## src/rtl/pipe_muldiv_pkg.sv

```systemverilog
// Shared definitions for the iterative multiply/divide unit:
// operation encodings, FSM states and iteration count.
package pipe_muldiv_pkg;

  localparam int MD_ITERS = 32;
  localparam int MD_CNT_W = $clog2(MD_ITERS);

  typedef enum logic [1:0] {
    MD_MULT  = 2'b00,
    MD_MULTU = 2'b01,
    MD_DIV   = 2'b10,
    MD_DIVU  = 2'b11
  } md_op_e;

  typedef enum logic [1:0] {
    IDLE = 2'b00,
    CALC = 2'b01,
    DONE = 2'b10
  } md_state_e;

  // The upper op bit selects divide, the lower bit selects unsigned.
  function automatic logic md_is_div(md_op_e op);
    return op[1];
  endfunction

  function automatic logic md_is_signed(md_op_e op);
    return ~op[0];
  endfunction

endpackage

```

## src/rtl/muldiv_step.sv

```systemverilog
// One combinational iteration of the mul/div datapath.
// Multiply: acc = (acc << 1) + (bit_in ? mag : 0), multiplier bits MSB first.
// Divide:   acc = {remainder, quotient}; shift in the next dividend bit and
//           trial-subtract the divisor (restoring division).
module muldiv_step
  import pipe_muldiv_pkg::*;
#(
  parameter int WIDTH = 32
) (
  input  logic               is_div,
  input  logic [2*WIDTH-1:0] acc,
  input  logic [WIDTH-1:0]   mag,
  input  logic               bit_in,
  output logic [2*WIDTH-1:0] acc_next
);

  logic [WIDTH:0]   partial;
  logic [WIDTH-1:0] trial;
  logic             fits;

  // Compute either the add-shift or the trial-subtract-shift result.
  always_comb begin
    // NOTE: every combinational output gets a default first so no path can infer a latch.
    acc_next = '0;
    partial  = {acc[2*WIDTH-1:WIDTH], bit_in};
    fits     = (partial >= {1'b0, mag});
    trial    = partial[WIDTH-1:0] - mag;
    if (is_div) begin
      if (fits) begin
        acc_next = {trial, acc[WIDTH-2:0], 1'b1};
      end else begin
        acc_next = {partial[WIDTH-1:0], acc[WIDTH-2:0], 1'b0};
      end
    end else begin
      acc_next = {acc[2*WIDTH-2:0], 1'b0} + (bit_in ? {{WIDTH{1'b0}}, mag} : '0);
    end
  end

endmodule

```

## src/rtl/pipe_intr_muldiv.sv

```systemverilog
// Iterative MULT/MULTU/DIV/DIVU unit with private HI/LO registers.
// Fixed 33-cycle start-to-ready latency; cancel flushes any operation in flight.
module pipe_intr_muldiv
  import pipe_muldiv_pkg::*;
#(
  parameter int WIDTH = 32
) (
  input  logic             clk,
  input  logic             clrn,
  input  logic [WIDTH-1:0] a,
  input  logic [WIDTH-1:0] b,
  input  logic [1:0]       op,
  input  logic             start,
  input  logic             cancel,
  input  logic             hi_we,
  input  logic             lo_we,
  input  logic [WIDTH-1:0] wdata,
  output logic             busy,
  output logic             ready,
  output logic [WIDTH-1:0] hi,
  output logic [WIDTH-1:0] lo
);

  md_state_e           state_q, state_d;
  md_op_e              op_q;
  logic [MD_CNT_W-1:0] count_q;
  logic [2*WIDTH-1:0]  acc_q, acc_step;
  logic [WIDTH-1:0]    a_mag_q, b_mag_q;
  logic                sa_q, sb_q;
  logic                accept, last_iter;
  logic                op_signed, a_neg, b_neg;
  logic                step_bit;
  logic [WIDTH-1:0]    res_hi, res_lo;

  assign accept    = (state_q == IDLE) && start && !cancel;
  assign last_iter = (state_q == CALC) && (count_q == MD_CNT_W'(MD_ITERS - 1));
  assign op_signed = md_is_signed(md_op_e'(op));
  assign a_neg     = op_signed & a[WIDTH-1];
  assign b_neg     = op_signed & b[WIDTH-1];

  // Multiplier bits (multiply) or dividend bits (divide) are consumed MSB first.
  assign step_bit = md_is_div(op_q) ? a_mag_q[~count_q] : b_mag_q[~count_q];

  muldiv_step #(.WIDTH(WIDTH)) u_step (
    .is_div   (md_is_div(op_q)),
    .acc      (acc_q),
    .mag      (md_is_div(op_q) ? b_mag_q : a_mag_q),
    .bit_in   (step_bit),
    .acc_next (acc_step)
  );

  // State register.
  always_ff @(posedge clk) begin
    // NOTE: sequential state uses non-blocking assignments so every register samples pre-edge values.
    if (!clrn) state_q <= IDLE;
    else       state_q <= state_d;
  end

  // Next-state logic; cancel returns to IDLE from any state.
  always_comb begin
    state_d = state_q;
    case (state_q)
      IDLE:    if (accept) state_d = CALC;
      CALC:    if (last_iter) state_d = DONE;
      DONE:    state_d = IDLE;
      default: state_d = IDLE;
    endcase
    if (cancel) state_d = IDLE;
  end

  assign busy  = (state_q != IDLE);
  assign ready = (state_q == DONE);

  // Operand capture at start, then one iteration per CALC cycle.
  always_ff @(posedge clk) begin
    if (!clrn) begin
      // NOTE: the operand and accumulator registers are reset too, so a reset mid-operation leaves no stale state.
      op_q    <= MD_MULT;
      count_q <= '0;
      acc_q   <= '0;
      a_mag_q <= '0;
      b_mag_q <= '0;
      sa_q    <= 1'b0;
      sb_q    <= 1'b0;
    end else if (accept) begin
      op_q    <= md_op_e'(op);
      count_q <= '0;
      acc_q   <= '0;
      a_mag_q <= a_neg ? -a : a;
      b_mag_q <= b_neg ? -b : b;
      sa_q    <= a_neg;
      sb_q    <= b_neg;
    end else if (state_q == CALC) begin
      acc_q   <= acc_step;
      count_q <= count_q + 1'b1;
    end
  end

  // Sign fix-up of the final accumulator; unsigned ops have both signs clear.
  always_comb begin
    res_hi = acc_step[2*WIDTH-1:WIDTH];
    res_lo = acc_step[WIDTH-1:0];
    if (md_is_div(op_q)) begin
      if (sa_q ^ sb_q) res_lo = -acc_step[WIDTH-1:0];
      if (sa_q)        res_hi = -acc_step[2*WIDTH-1:WIDTH];
    end else if (sa_q ^ sb_q) begin
      {res_hi, res_lo} = -acc_step;
    end
  end

  // HI/LO: MTHI/MTLO in IDLE, result on the last iteration unless cancelled.
  always_ff @(posedge clk) begin
    if (!clrn) begin
      hi <= '0;
      lo <= '0;
    end else if (state_q == IDLE) begin
      if (hi_we) hi <= wdata;
      if (lo_we) lo <= wdata;
    end else if (last_iter && !cancel) begin
      hi <= res_hi;
      lo <= res_lo;
    end
  end

endmodule

```

## config.mk

```make
export PLATFORM = sky130hd
export DESIGN_NAME = pipe_intr_muldiv
export DESIGN_NICKNAME = d
export VERILOG_FILES = /design/src/rtl/pipe_muldiv_pkg.sv /design/src/rtl/muldiv_step.sv /design/src/rtl/pipe_intr_muldiv.sv
export SDC_FILE = /design/constraint.sdc
export NUM_CORES = 1
export LEC_CHECK = 0
export CAP_MARGIN = 20
export CELL_PAD_IN_SITES_DETAIL_PLACEMENT = 1
export CELL_PAD_IN_SITES_GLOBAL_PLACEMENT = 1
export CORE_MARGIN = 2
export CORE_UTILIZATION = 38
export DETAILED_ROUTE_END_ITERATION = 7
export HOLD_SLACK_MARGIN = 0.06
export PLACE_DENSITY = 0.82
export SYNTH_ARGS = -nofsm -noshare
export SYNTH_HDL_FRONTEND = slang
export SYNTH_HIERARCHICAL = 1
export SYNTH_SLANG_ARGS = --single-unit
```

## constraint.sdc

```tcl
create_clock -name clk -period 9.3 [get_ports clk]
set_input_delay 1.86 -clock clk [delete_from_list [all_inputs] [get_ports clk]]
set_output_delay 1.86 -clock clk [all_outputs]
set_load 0.03 [all_outputs]
```

Yosys cells after proc, flatten, opt, wreduce, memory -nomap -nowiden
Cells that the tools add are included.
Widths: inputs -> output; s select.

storage, ports and cells
  input bits = 104
  bits in read-only memories = 0
  memories = 0
  bits in latches = 0
  word-level logic and storage cells = 72
  flip-flop bits (word level) = 203
  output and inout port bits = 66
  bits in writable memories = 0

cells by class
  bitwise gates (word level) = 6
  multiplexer cells = 26
  eq/ne operators = 7
  reduce and logical (&&, ||, !) cells = 13
  shift-type cells = 0
  order comparisons = 2
  add/subtract/negate cells = 8
  multipliers = 0
  div/mod/pow operators = 0

operators by type and width
  cell                 count
  $mux 32              16
  $mux 64              2
  $neg 32->32          4
  $add 64x64->64       1
  $neg 64->64          1
  $ge 33x32->1         1
  $sub 32x32->32       1
  $bmux 1 s5           2
  $ne 2x2->1 const B   4
  $lt 5x6->1 const B   1
  $reduce_and 2->1     3
  $add 5x1->5 const B  1
  $eq 5x5->1 const B   1
  $not 5->5            1
  $logic_and 1x1->1    4
  $mux 2               2
  $pmux 2 s2           1
  $reduce_bool 2->1    2
  $reduce_or 2->1      2
  $mux 1               3
  $and 1x1->1          2
  $eq 2x1->1 const B   1
  $eq 2x2->1 const B   1
  $logic_not 2->1      1
  other kinds (3)      4

Depth between registers and ports, before layout
  depth in word-level cells = 12
  mapped depth = 28
  depth with buffers taken out = 25

Cells and area by module
Netlist, hierarchy kept.

modules (own cells, without submodules)
  module            sequential area each (µm²)  cells each  instances  area an instance (µm²)
  pipe_intr_muldiv  4043.9                      1542        1          12010.3
  muldiv_step       0.0                         803         1          5256.3

Worst setup path before layout
No wires, ideal clock.

  path type = register to register
  start = register count_q[2]
  end = register hi[28]
  arrival time = 6.403 ns
  clock period less this slack = 6.525 ns
  setup slack = 2.775 ns
  stages on the path, launching flop included = 27
  data required time = 9.178 ns
  buffers on the path = 4
  library setup time = 0.122 ns
  path through = dfxtp_1 -> clkbuf_1 -> buf_1 -> mux4_2 -> mux2i_1 -> mux4_2 -> mux2i_1 -> inv_1 -> clkbuf_1 -> nor2_1 -> ha_1 -> a21o_1 -> a21oi_1 -> o21ai_1 -> a41o_1 -> a41o_1 -> o2111ai_2 -> nor3_2 -> a311o_1 -> o211a_1 -> buf_2 -> or4_1 -> or4_1 -> o31ai_1 -> a211oi_1 -> nor4b_1 -> o21ai_1

between the ends
  word-level cells in the longest chain between the ends = 12
  elaborated cells on any way between the ends = 24
  classes of those cells = add/sub: 4; order compare: 1; eq/ne: 1; mux: 13; bitwise: 1; reduce/logical: 4

RTL lines
  what                                        RTL line                                          source
  from (decl)                                 pipe_intr_muldiv.sv:26                            logic [MD_CNT_W-1:0] count_q;
  from (signal assigned)                      pipe_intr_muldiv.sv:95                            count_q <= count_q + 1'b1;
  $not 5->5 *                                 pipe_intr_muldiv.sv:42                            assign step_bit = md_is_div(op_q) ? a_mag_q[~count_q] : b_mag_q[~count_q];
  $bmux 1 s5                                  pipe_intr_muldiv.sv:42
  $mux 1 (implied by the code)                pipe_intr_muldiv.sv:42
  $mux 1 *                                    pipe_intr_muldiv.sv:42
  named net step_bit                          pipe_intr_muldiv.sv:32                            logic step_bit;
  $mux 32 (tied with other cells)             muldiv_step.sv:35                                 acc_next = {acc[2*WIDTH-2:0], 1'b0} + (bit_in ? {{WIDTH{1'b0}}, mag} : '0);
  $add 64x64->64 or $mux 64 (tied branches)   muldiv_step.sv:35, muldiv_step.sv:29
  $mux 64 *                                   muldiv_step.sv:28                                 if (is_div) begin
  named net acc_step[55]                      pipe_intr_muldiv.sv:27                            logic [2*WIDTH-1:0] acc_q, acc_step;
  $neg 64->64 or $neg 32->32 (tied branches)  pipe_intr_muldiv.sv:107, pipe_intr_muldiv.sv:105
  $mux 32, on equally long branches           pipe_intr_muldiv.sv:106, pipe_intr_muldiv.sv:105
  $mux 32 *                                   pipe_intr_muldiv.sv:103                           if (md_is_div(op_q)) begin
  $mux 32 *                                   pipe_intr_muldiv.sv:119                           end else if (last_iter && !cancel) begin
  $mux 32 *                                   pipe_intr_muldiv.sv:116                           end else if (state_q == IDLE) begin
  to (signal assigned)                        pipe_intr_muldiv.sv:117                           if (hi_we) hi <= wdata;
  to (signal assigned)                        pipe_intr_muldiv.sv:120                           hi <= res_hi;
  to (decl)                                   pipe_intr_muldiv.sv:20                            output logic [WIDTH-1:0] hi,

Mark *: on every way through the listed nets, which the timed path passes. The rest lies on a longest branch. The select of a mux whose other input is x is not followed.
A chain may end at the register's enable or synchronous reset.

Worst setup path after layout
  start = register count_q[0]
  end = register hi[25]

Same word-level chain as after synthesis.

==> flow_summary.toml <==
[status]
status = "finished clean"

[yosys]
synth_seq_cells = 202
seq_area_frac_synth_pct = 23.4
synth_edf_count = 0
synth.avg_cell_area_um2 = 7.36
synthFlopType = "dfxtp_1"
synth_cell_types = 103
syn_nets = 2521
yosys_warnings = 6
synthCells = 2345
synth-async-reset-ratio_pct = 0
syn-cell-area_um2 = 17300

[job]
cap_viol_max_count = 0

[die]
die_area_um2 = 47200
core_um2 = 45100
rows = 78
die_x_um = 217
ios = 170
die_height_um = 217
initial_core_util_pct = 38.3

[power_and_ir_drop]
totalPowerFinal_mw = 3.00
switching_share_pct = 32.9
p_clk_share_pct = 42.0
peakVddDrop_v = 0.000127
comb_power_share_pct = 25.9
seq_power_share_pct = 32.0
p_sw_mw = 0.986
p_leak_nw = 7.64
internal_power_mw = 2.01
power_density_nw_per_um2 = 146

[finish]
final_util_pct = 45.7
layout.cells.most_common = "nand2_1"
layout.nets = 2618
fin_area_um2 = 20600
layout-drive-gt1-share_pct = 8.69
area_growth_pct = 19.2
mostFrequentLayoutCells = "nand2_1, nor2_1, a21oi_1, dfxtp_1, clkdlybuf4s50_1"

[detailed_routing]
post-route-drc-count = 0
via_per_inst = 6.23
ant_nets = 0
drt_iter0_drc = 1467
wl_per_cell_um = 24.6
vias = 19100
dr.pass1.iters = 5
wl_um = 75500

[critical_path]
worstSetupStartpoint = "count_q[0]"
critPathTopFamily = "compound AO/OA/AOI/OAI gates"
crit_path_end_kind = "register"
crit_type = "register to register"
rr_endpoint = "hi[25]"
start_kind = "register"
cp.arrival_ps = 8930
r2r_slack_ps = 820
endpoint = "hi[25]"
required_ps = 9750
cp_max_fo = 18
slowest_stage = "dfxtp_1"
critPathBufInv = 2
r2r_cells = 23
slowest_delay_ps = 990
crit_chain = "mux4_2 -> mux2i_1 -> mux4_2 -> mux2i_1 -> inv_1 -> buf_4 -> nor2_1 -> ha_1 -> a21oi_2 -> o21bai_1 -> a21oi_1 -> nor3_1 -> nor2_1 -> nor3b_2 -> a21oi_1 -> and4_1 -> a211oi_1 -> or3_1 -> nor3_1 -> o21ai_0 -> o21ba_2 -> or4_1 -> o311ai_1"
cp.depth = 23
worstReg2RegStart = "count_q[0]"

[placement]
io_buffers = 169
gp_congestion = 0.959
placed_area_um2 = 19500
place_hpwl_um = 58100

[timing]
clock_skew_ps = 28.0
worstMarginPinSlew_ps = 1240
grt_setup_unrepaired = "no"
maxSlewViolCount = 0
hold-worst-slack_ps = 456
setup_viol = 0
setup_tns_ps = 0
fmax_mhz = 118
timing.max_slew.rel_slack_pct = 16.4
fin_crit_ps = 8480
final-hold-violation-count = 0
final.period_utilization_pct = 91.2

[clock_tree]
tritoncts = "built"
cts_hold_buf = 0
cts_buffers = 26
postCtsResizedCells = 0
clk_latency_ps = 570
post_cts_buffers = 0
clkSlewWorstSetupHoldPaths_ps = 60
root_buffer = "clkbuf_16"
cts_max_level = 1
cts_sinks = 202
clockBufferDepth = 3

[global_routing]
grt_pass1_wl_um = 114000
grt_max_degree = 97
grt_pass1_vias = 19200
gr-usage-all-layers_pct = 31.0
overflow = 0
antenna_found_initial = 0

[hold_path]
min_path_type = "register to register"
through the flow:
| step | instances | setup slack, ps |
|---|---|---|
| after global routing | 3062 | 505 |
| after floorplan | 2345 | 2780 |
| after global placement | 3011 | 1240 |
| after CTS | 3059 | 1010 |
| final | 3063 | 823 |
| after detailed placement | 3011 | 1070 |
per-layer routing:
metal / vias up / wire length (um) / track usage (%) / share of wire (%)
li1: 8813 / - / - / -
met3: 170 / 4250 / 3.17 / 5.6
met2: 685 / 36500 / 54.0 / 48
met1: 9417 / 31000 / 38.4 / 41
met4: 0 / 3700 / 14.2 / 4.9
met5: - / 0 / 0 / 0
worst min-delay path: cells and delay by family (launching register included):
| family | cells | cell delay (ps) |
|---|---|---|
| flip-flops | 1 | 310 |
| AND/OR/NAND/NOR | 1 | 50 |
| AO/OA/AOI/OAI | 1 | 50 |
worst min path at each step:
stage,cells after the start,endpoint,start,slack (ps)
final,2,lo[29],lo[29],460
after global routing,2,lo[21],lo[21],480
after CTS,2,lo[29],lo[29],460
after detailed placement,2,lo[29],lo[29],450
after global placement,2,lo[15],lo[15],440
after floorplan,2,b_mag_q[30],b_mag_q[30],440
registers in the layout, indices dropped and copies added (netlist names):
name	flops
a_mag_q	32
sa_q	1
acc_q	64
b_mag_q	32
lo	32
state_q	2
sb_q	1
count_q	5
op_q	1
hi	32
area by class of cell:
type                    count  area [um2]
diodes                      1        2.50
clock buffers              33         749
clock inverters            15         312
fillers                  5642       24500
inverters                  79         297
multi-input cells        1910       12300
flip-flops and latches    202        4050
well taps                 600         751
repair buffers            223        2090
power by group through the flow:
stage | Clock [mW] | Combinational [mW] | Sequential, mW
2_1_floorplan | 0 | 0.427 | 0.999
3_3_place_gp | 0 | 0.743 | 0.977
3_5_place_dp | 0 | 0.756 | 0.978
4_1_cts | 1.27 | 0.762 | 0.960
5_1_grt | 1.31 | 0.824 | 0.964
6_report | 1.26 | 0.778 | 0.961
Yosys cell counts, drive strengths merged, types with 36 or more instances:
cell type  instances  share of area (%)
a211oi            50                2.2
a21o              36                1.6
a21oi            227                6.6
a31oi             43                1.6
buf               42                1.2
clkbuf           112                2.4
dfxtp            202                 23
ha                70                5.1
inv               77                1.7
nand2            325                7.1
nand3             61                1.8
nor2             230                5.0
nor3              58                1.9
nor4              38                1.6
o21ai            131                3.8
xnor2             93                4.7
xor2              70                3.6
cell families after synthesis:
family | share of synthesized area, %
XOR/XNOR | 8.27
AND/OR/NAND/NOR | 24.2
AO/OA/AOI/OAI | 27.2
adder cells (fa/ha/maj) | 5.30
flip-flops | 23.4
buffers and inverters | 5.40
multiplexers | 6.25
Note: power is estimated with default switching activity, not from simulation.
